**config.mk**
```make
export PLATFORM = sky130hd
export DESIGN_NAME = sdram_cmd_queue
export DESIGN_NICKNAME = d
export VERILOG_FILES = /design/src/rtl/sdram_pkg.sv /design/src/rtl/sdram_cmd_queue_if.sv /design/src/rtl/sdram_cmd_fifo.sv /design/src/rtl/sdram_cmd_queue.sv
export SDC_FILE = /design/constraint.sdc
export NUM_CORES = 1
export LEC_CHECK = 0
export BUFFER_PORTS_ARGS = -buffer_cell sky130_fd_sc_hd__buf_2
export CELL_PAD_IN_SITES_DETAIL_PLACEMENT = 2
export CELL_PAD_IN_SITES_GLOBAL_PLACEMENT = 2
export CORE_UTILIZATION = 47
export CTS_CLUSTER_DIAMETER = 150
export DETAILED_ROUTE_END_ITERATION = 10
export GPL_ROUTABILITY_DRIVEN = 0
export PLACE_DENSITY_LB_ADDON = 0.1
export SLEW_MARGIN = 15
export SYNTH_ARGS = -nofsm -noshare
export SYNTH_HDL_FRONTEND = slang
export SYNTH_SLANG_ARGS = --single-unit
```
**constraint.sdc**
```tcl
create_clock -name iclk -period 8.25 [get_ports iclk]
set_input_delay 1.65 -clock iclk [delete_from_list [all_inputs] [get_ports iclk]]
set_output_delay 1.65 -clock iclk [all_outputs]
set_load 0.03 [all_outputs]
```
**src/rtl/sdram_pkg.sv**
```systemverilog
// rtl/sdram_pkg.sv - shared widths, FSM state enum and command record for the SDRAM command queue
package sdram_pkg;

    localparam int ADDR_W = 22;
    localparam int DATA_W = 16;

    typedef enum logic [1:0] {
        IDLE    = 2'd0,
        WAIT_WR = 2'd1,
        WAIT_RD = 2'd2
    } state_t;

    typedef struct packed {
        logic              we;
        logic [ADDR_W-1:0] address;
        logic [DATA_W-1:0] wdata;
    } cmd_t;

endpackage

```
**src/rtl/sdram_cmd_queue_if.sv**
```systemverilog
// rtl/sdram_cmd_queue_if.sv - push/pop stream bundle between the issue FSM and the command FIFO
interface sdram_cmd_queue_if #(
    parameter int DEPTH = 8
);
    import sdram_pkg::*;

    logic                   push_tvalid;
    logic                   push_tready;
    cmd_t                   push_tdata;
    logic                   pop_tvalid;
    logic                   pop_tready;
    cmd_t                   pop_tdata;
    logic [$clog2(DEPTH):0] count;

    modport master (
        output push_tvalid, push_tdata, pop_tready,
        input  push_tready, pop_tvalid, pop_tdata, count
    );

    modport slave (
        input  push_tvalid, push_tdata, pop_tready,
        output push_tready, pop_tvalid, pop_tdata, count
    );

endinterface

```
**src/rtl/sdram_cmd_fifo.sv**
```systemverilog
// rtl/sdram_cmd_fifo.sv - synchronous command FIFO with registered occupancy count
module sdram_cmd_fifo
    import sdram_pkg::*;
#(
    parameter int DEPTH = 8
) (
    input logic               iclk,
    input logic               ireset,
    sdram_cmd_queue_if.slave  fifo_if
);

    localparam int               PTR_W      = $clog2(DEPTH);
    localparam logic [PTR_W:0]   FULL_COUNT = (PTR_W + 1)'(DEPTH);

    cmd_t             mem_q [DEPTH];
    logic [PTR_W-1:0] wr_ptr_q;
    logic [PTR_W-1:0] rd_ptr_q;
    logic [PTR_W:0]   count_q;
    logic             do_push;
    logic             do_pop;

    assign fifo_if.push_tready = (count_q != FULL_COUNT);
    assign fifo_if.pop_tvalid  = (count_q != '0);
    assign fifo_if.pop_tdata   = mem_q[rd_ptr_q];
    assign fifo_if.count       = count_q;

    assign do_push = fifo_if.push_tvalid && fifo_if.push_tready;
    assign do_pop  = fifo_if.pop_tready  && fifo_if.pop_tvalid;

    // Storage needs no reset: an empty count makes stale entries unreachable.
    always_ff @(posedge iclk) begin
        if (do_push) begin
            mem_q[wr_ptr_q] <= fifo_if.push_tdata;
        end
    end

    // Pointers wrap naturally modulo DEPTH; count moves only on push-xor-pop.
    always_ff @(posedge iclk) begin
        if (ireset) begin
            wr_ptr_q <= '0;
            rd_ptr_q <= '0;
            count_q  <= '0;
        end else begin
            if (do_push) begin
                wr_ptr_q <= wr_ptr_q + PTR_W'(1);
            end
            if (do_pop) begin
                rd_ptr_q <= rd_ptr_q + PTR_W'(1);
            end
            if (do_push && !do_pop) begin
                count_q <= count_q + (PTR_W + 1)'(1);
            end else if (do_pop && !do_push) begin
                count_q <= count_q - (PTR_W + 1)'(1);
            end
        end
    end

endmodule

```
**src/rtl/sdram_cmd_queue.sv**
```systemverilog
// rtl/sdram_cmd_queue.sv - host command queue issuing one request at a time to an SDRAM controller
module sdram_cmd_queue
    import sdram_pkg::*;
#(
    parameter int DEPTH   = 8,
    parameter int TIMEOUT = 4096
) (
    input  logic                   iclk,
    input  logic                   ireset,
    input  logic                   icmd_valid,
    output logic                   ocmd_ready,
    input  logic                   icmd_we,
    input  logic [ADDR_W-1:0]      icmd_address,
    input  logic [DATA_W-1:0]      icmd_wdata,
    output logic                   orsp_valid,
    output logic [DATA_W-1:0]      orsp_data,
    output logic                   owrite_req,
    output logic [ADDR_W-1:0]      owrite_address,
    output logic [DATA_W-1:0]      owrite_data,
    input  logic                   iwrite_ack,
    output logic                   oread_req,
    output logic [ADDR_W-1:0]      oread_address,
    input  logic [DATA_W-1:0]      iread_data,
    input  logic                   iread_ack,
    output logic [$clog2(DEPTH):0] ocount,
    output logic                   obusy,
    output logic                   oerror
);

    localparam int                TMR_W        = $clog2(TIMEOUT + 1);
    localparam logic [TMR_W-1:0]  TIMEOUT_LAST = TMR_W'(TIMEOUT - 1);

    state_t            state_q;
    logic [TMR_W-1:0]  timer_q;
    logic              wr_req_q;
    logic              rd_req_q;
    logic [ADDR_W-1:0] wr_addr_q;
    logic [DATA_W-1:0] wr_data_q;
    logic [ADDR_W-1:0] rd_addr_q;
    logic              rsp_valid_q;
    logic [DATA_W-1:0] rsp_data_q;
    logic              error_q;

    sdram_cmd_queue_if #(.DEPTH(DEPTH)) fifo_if ();

    sdram_cmd_fifo #(.DEPTH(DEPTH)) u_fifo (
        .iclk    (iclk),
        .ireset  (ireset),
        .fifo_if (fifo_if.slave)
    );

    assign fifo_if.push_tvalid = icmd_valid;
    assign fifo_if.push_tdata  = cmd_t'{we: icmd_we, address: icmd_address, wdata: icmd_wdata};
    assign fifo_if.pop_tready  = (state_q == IDLE);

    assign ocmd_ready     = fifo_if.push_tready;
    assign ocount         = fifo_if.count;
    assign obusy          = (state_q != IDLE);
    assign owrite_req     = wr_req_q;
    assign owrite_address = wr_addr_q;
    assign owrite_data    = wr_data_q;
    assign oread_req      = rd_req_q;
    assign oread_address  = rd_addr_q;
    assign orsp_valid     = rsp_valid_q;
    assign orsp_data      = rsp_data_q;
    assign oerror         = error_q;

    // Issue FSM: pop the head in IDLE, hold the request until its own ack or the timeout.
    always_ff @(posedge iclk) begin
        if (ireset) begin
            state_q     <= IDLE;
            timer_q     <= '0;
            wr_req_q    <= 1'b0;
            rd_req_q    <= 1'b0;
            wr_addr_q   <= '0;
            wr_data_q   <= '0;
            rd_addr_q   <= '0;
            rsp_valid_q <= 1'b0;
            rsp_data_q  <= '0;
            error_q     <= 1'b0;
        end else begin
            rsp_valid_q <= 1'b0;
            case (state_q)
                IDLE: begin
                    if (fifo_if.pop_tvalid) begin
                        timer_q <= '0;
                        if (fifo_if.pop_tdata.we) begin
                            wr_req_q  <= 1'b1;
                            wr_addr_q <= fifo_if.pop_tdata.address;
                            wr_data_q <= fifo_if.pop_tdata.wdata;
                            state_q   <= WAIT_WR;
                        end else begin
                            rd_req_q  <= 1'b1;
                            rd_addr_q <= fifo_if.pop_tdata.address;
                            state_q   <= WAIT_RD;
                        end
                    end
                end
                WAIT_WR: begin
                    if (iwrite_ack) begin
                        wr_req_q <= 1'b0;
                        state_q  <= IDLE;
                    end else if (timer_q == TIMEOUT_LAST) begin
                        wr_req_q <= 1'b0;
                        error_q  <= 1'b1;
                        state_q  <= IDLE;
                    end else begin
                        timer_q <= timer_q + TMR_W'(1);
                    end
                end
                WAIT_RD: begin
                    if (iread_ack) begin
                        rd_req_q    <= 1'b0;
                        rsp_valid_q <= 1'b1;
                        rsp_data_q  <= iread_data;
                        state_q     <= IDLE;
                    end else if (timer_q == TIMEOUT_LAST) begin
                        rd_req_q <= 1'b0;
                        error_q  <= 1'b1;
                        state_q  <= IDLE;
                    end else begin
                        timer_q <= timer_q + TMR_W'(1);
                    end
                end
                default: begin
                    wr_req_q <= 1'b0;
                    rd_req_q <= 1'b0;
                    state_q  <= IDLE;
                end
            endcase
        end
    end

endmodule

```
==> flow_metrics.py <==
metrics = {
    "clock_tree": {
        "cts_root_buffer": "clkbuf_16",
        "cts.sink_count": 420,
        "clockBufferDepth": 3,
        "ctsHoldBuffers": 0,
        "cts_max_level": 2,
        "worst_skew_pair.late_latency_ns": 0.56,
        "cts_setup_buffers": 0,
        "cts_resized": 0,
        "cts_buffers": 44,
        "cts_tree": "done",
        "cts.clk_slew.worst_paths_ns": 0.06,
    },
    "critical_path": {
        "cp-end-kind": "flip-flop",
        "slowest_stage": "buf_4",
        "r2r-end": "oread_address[5]$_SDFFE_PP0P_",
        "path_buf_inv": 1,
        "crit_arrival_ns": 4.10,
        "required_ns": 8.69,
        "cp_max_fo": 41,
        "rrSetupSlack_ns": 4.58,
        "path_class": "flip-flop to flip-flop",
        "r2r_cells": 5,
        "path_cells": "buf_4 -> mux2i_1 -> mux4_2 -> nand2_1 -> a31o_1",
        "cp-start-kind": "flip-flop",
        "crit_cells": 5,
        "cp_slowest_stage_delay_ns": 0.73,
        "path_delay_family": "multiplexers",
    },
    "outcome": {
        "status": "completed",
    },
    "die": {
        "num_rows": 67,
        "die_area_sq_mm": 0.03500,
        "dieWidth_um": 187.1,
        "io_pins": 146,
        "start_util_pct": 47.90,
        "die_h_um": 187.1,
        "core_sq_mm": 0.03362,
    },
    "sta": {
        "fin_crit_sh_pct": 44.47,
        "post-route-min-period_ns": 3.669,
        "fmax_mhz": 272.6,
        "final.setup_skew_ns": 0.02401,
        "tightestPinTransition_ns": 1.064,
        "rsz0062_at_grt": "no",
        "hold_viol_final": 0,
        "slew_violations": 0,
        "maxSlewHeadroom_pct": 28.73,
        "setup_slack_ns": 4.581,
        "setup_viol": 0,
        "finalSetupTns_ns": 0,
    },
    "logic_synthesis": {
        "syn-num-nets": 1029,
        "synth_mux_area_share_pct": 14.12,
        "synth_fa_ha_area_share_pct": 0.9014,
        "synthDistinctLibCells": 53,
        "synth_area_per_cell_sq_um": 16.81,
        "yosys_warnings": 0,
        "synth_top_family_by_area": "multiplexers",
        "ys_seq_area_share_pct": 71.61,
        "synth.cell_area_sq_mm": 0.01610,
        "netlist_instances": 958,
        "ys_ff_latch": 420,
        "synth-xor-area-share_pct": 0.2720,
        "synth_compound_area_share_pct": 5.836,
        "synth_simple_gate_area_share_pct": 5.331,
        "synthArstFlopShare_pct": 0,
        "synthFlopType": "edfxtp_1",
        "synth-edff-count": 312,
    },
    "hold_path": {
        "worstHoldStart": "orsp_data[1]$_SDFFE_PP0P_",
        "holdPathEnd": "orsp_data[1]$_SDFFE_PP0P_",
        "min_path_type": "flip-flop to flip-flop",
        "whs_path_depth": 2,
    },
    "power_and_ir_drop": {
        "p_per_area_mw_per_mm2": 346.5,
        "irDropWorstVdd_mv": 0.2146,
        "p_leak_uw": 0.006389,
    },
    "drt": {
        "wl_per_cell_um": 29.36,
        "first_pass_iters": 4,
        "viasPerCell": 5.989,
        "wirelength_um": 46710,
        "drt_drc_violations_left": 0,
        "vias": 9529,
        "antenna_left": 0,
        "first_iter_violations": 804,
    },
    "cells_and_area": {
        "areaGrowthSynthToFinish_pct": 16.50,
        "fillers": 2935,
        "drive_above_1_share_pct": 30.06,
        "nets": 1176,
        "multiInputGateArea_sq_mm": 0.004318,
        "seq_area_sq_mm": 0.01154,
        "stdcell_count": 1591,
        "fin_area_sq_mm": 0.01876,
    },
    "grt": {
        "grt_pass1_wl_um": 68860,
        "grt_pass1_vias": 10110,
        "grt.total_usage_pct": 27.05,
        "grt_max_degree": 56,
        "overflow": 0,
        "antenna_found_initial": 3,
    },
    "flow_run": {
        "drv_cap": 0,
    },
    "place": {
        "dp_cells": 1507,
        "place_worst_setup_slack_ns": 4.528,
        "io_buffer_count": 145,
        "dp_hpwl_um": 28190,
        "placed_area_sq_mm": 0.01732,
    },
}
[kinds of logic after synthesis]
logic type / after synthesis
adders and majority gates: 11
and+or+nand+nor: 180
AOI/OAI and AO/OA: 143
buffers and inverters: 72
DFF: 420
muxes: 127
xor gates and xnor gates: 5
[worst min-delay path: stages, from the launching register on]
cell	delay (ns)
dfxtp_1	0.30
nand2_1	0.05
a21oi_1	0.05
[metal layers]
metal | global-route usage (%) | routed length, um | part of all wire (%) | vias up
met2 | 42.95 | 22410 | 48 | 349
li1 | - | - | - | 4084
met3 | 4.634 | 2769 | 5.9 | 71
met1 | 38.12 | 20300 | 43 | 5025
met5 | 0 | 0 | 0 | -
met4 | 8.985 | 1236 | 2.6 | 0
[metrics by stage]
step,hold WS [ns],power (uW),utilization (%)
after CTS,0.4570,6554,55.79
after floorplan,0.4282,3924,-
after detailed placement,0.4491,4528,51.51
after global routing,0.4736,6746,55.79
after global placement,0.4391,4443,51.51
final,0.4540,6500,55.80
[cells in the final DEF (no fill, tap or decap), types with 3 or more instances in the layout]
master / n
o21ai_0: 21
nor2_1: 16
a22oi_1: 23
nand4_1: 3
mux2i_1: 28
mux4_2: 78
dfxtp_1: 105
bufinv_16: 4
clkinv_1: 10
a31o_1: 22
ha_1: 10
nor2b_1: 3
buf_2: 145
nand2b_1: 3
a31oi_1: 3
mux2_2: 17
xor2_1: 3
clkbuf_16: 46
buf_4: 18
or4_1: 12
clkinv_2: 12
o31ai_1: 7
edfxtp_1: 312
nor2_4: 6
nand2_1: 71
mux2_1: 4
inv_1: 10
nand3_1: 28
nor3_1: 23
clkbuf_1: 6
a21oi_1: 50
[sequential cells by signal, indices dropped and copies added (netlist names), named ones only]
signal                flops
u_fifo.mem_q            312
oread_address            22
owrite_address           22
orsp_data                16
owrite_data              16
timer_q                  13
u_fifo.fifo_if.count      4
u_fifo.rd_ptr_q           3
u_fifo.wr_ptr_q           3
state_q                   2
oerror                    1
oread_req                 1
orsp_valid                1
owrite_req                1
[power breakdown]
group | switching, uW | leakage (uW) | internal (uW)
Sequential | 194 | 0.00371 | 2500
Combinational | 1180 | 0.00197 | 629
Clock | 843 | 0.000707 | 1150
[area by class of cell]
class	count	area share (%)
flip-flops and latches	420	61.52
multi-input cells	466	23.02
clock buffers	53	6.330
repair buffers	163	4.589
well taps	448	2.988
clock inverters	29	1.327
inverters	10	0.2001
diodes	2	0.02668
[cell usage after synthesis, drive strengths merged, types with 2 or more instances]
cell / number / share of area (%)
nand2b: 3 / 0.12
o211a: 2 / 0.12
ha: 10 / 0.78
o21ai: 23 / 0.71
nor2: 23 / 0.55
inv: 10 / 0.23
a22oi: 23 / 1.1
a31o: 23 / 1.3
nor2b: 4 / 0.16
or3: 2 / 0.078
o211ai: 2 / 0.093
dfxtp: 108 / 13
buf: 23 / 0.78
mux2: 21 / 1.5
nand4: 3 / 0.12
or4: 12 / 0.56
nand2: 71 / 1.7
edfxtp: 312 / 58
a31oi: 3 / 0.12
nand3: 28 / 0.87
o31ai: 7 / 0.33
and2: 2 / 0.078
nor4: 2 / 0.12
a21oi: 50 / 1.6
a2111oi: 2 / 0.15
mux4: 78 / 11
mux2i: 28 / 1.7
xor2: 3 / 0.16
clkbuf: 39 / 0.91
a211o: 2 / 0.11
xnor2: 2 / 0.11
nor3: 25 / 0.78
[worst max-delay path by stage]
stage                    start  slack [ns]                              to
CTS                  flip-flop        4.53   oread_address[5]$_SDFFE_PP0P_
detailed placement      ireset        4.53  oread_address[21]$_SDFFE_PP0P_
global route         flip-flop        4.28   oread_address[5]$_SDFFE_PP0P_
floorplan           icmd_valid        3.03    u_fifo.mem_q[0][0]$_DFFE_PP_
global placement        ireset        4.69  oread_address[12]$_SDFFE_PP0P_
finish               flip-flop        4.58   oread_address[5]$_SDFFE_PP0P_
Note: power is estimated with default switching activity, not from simulation.
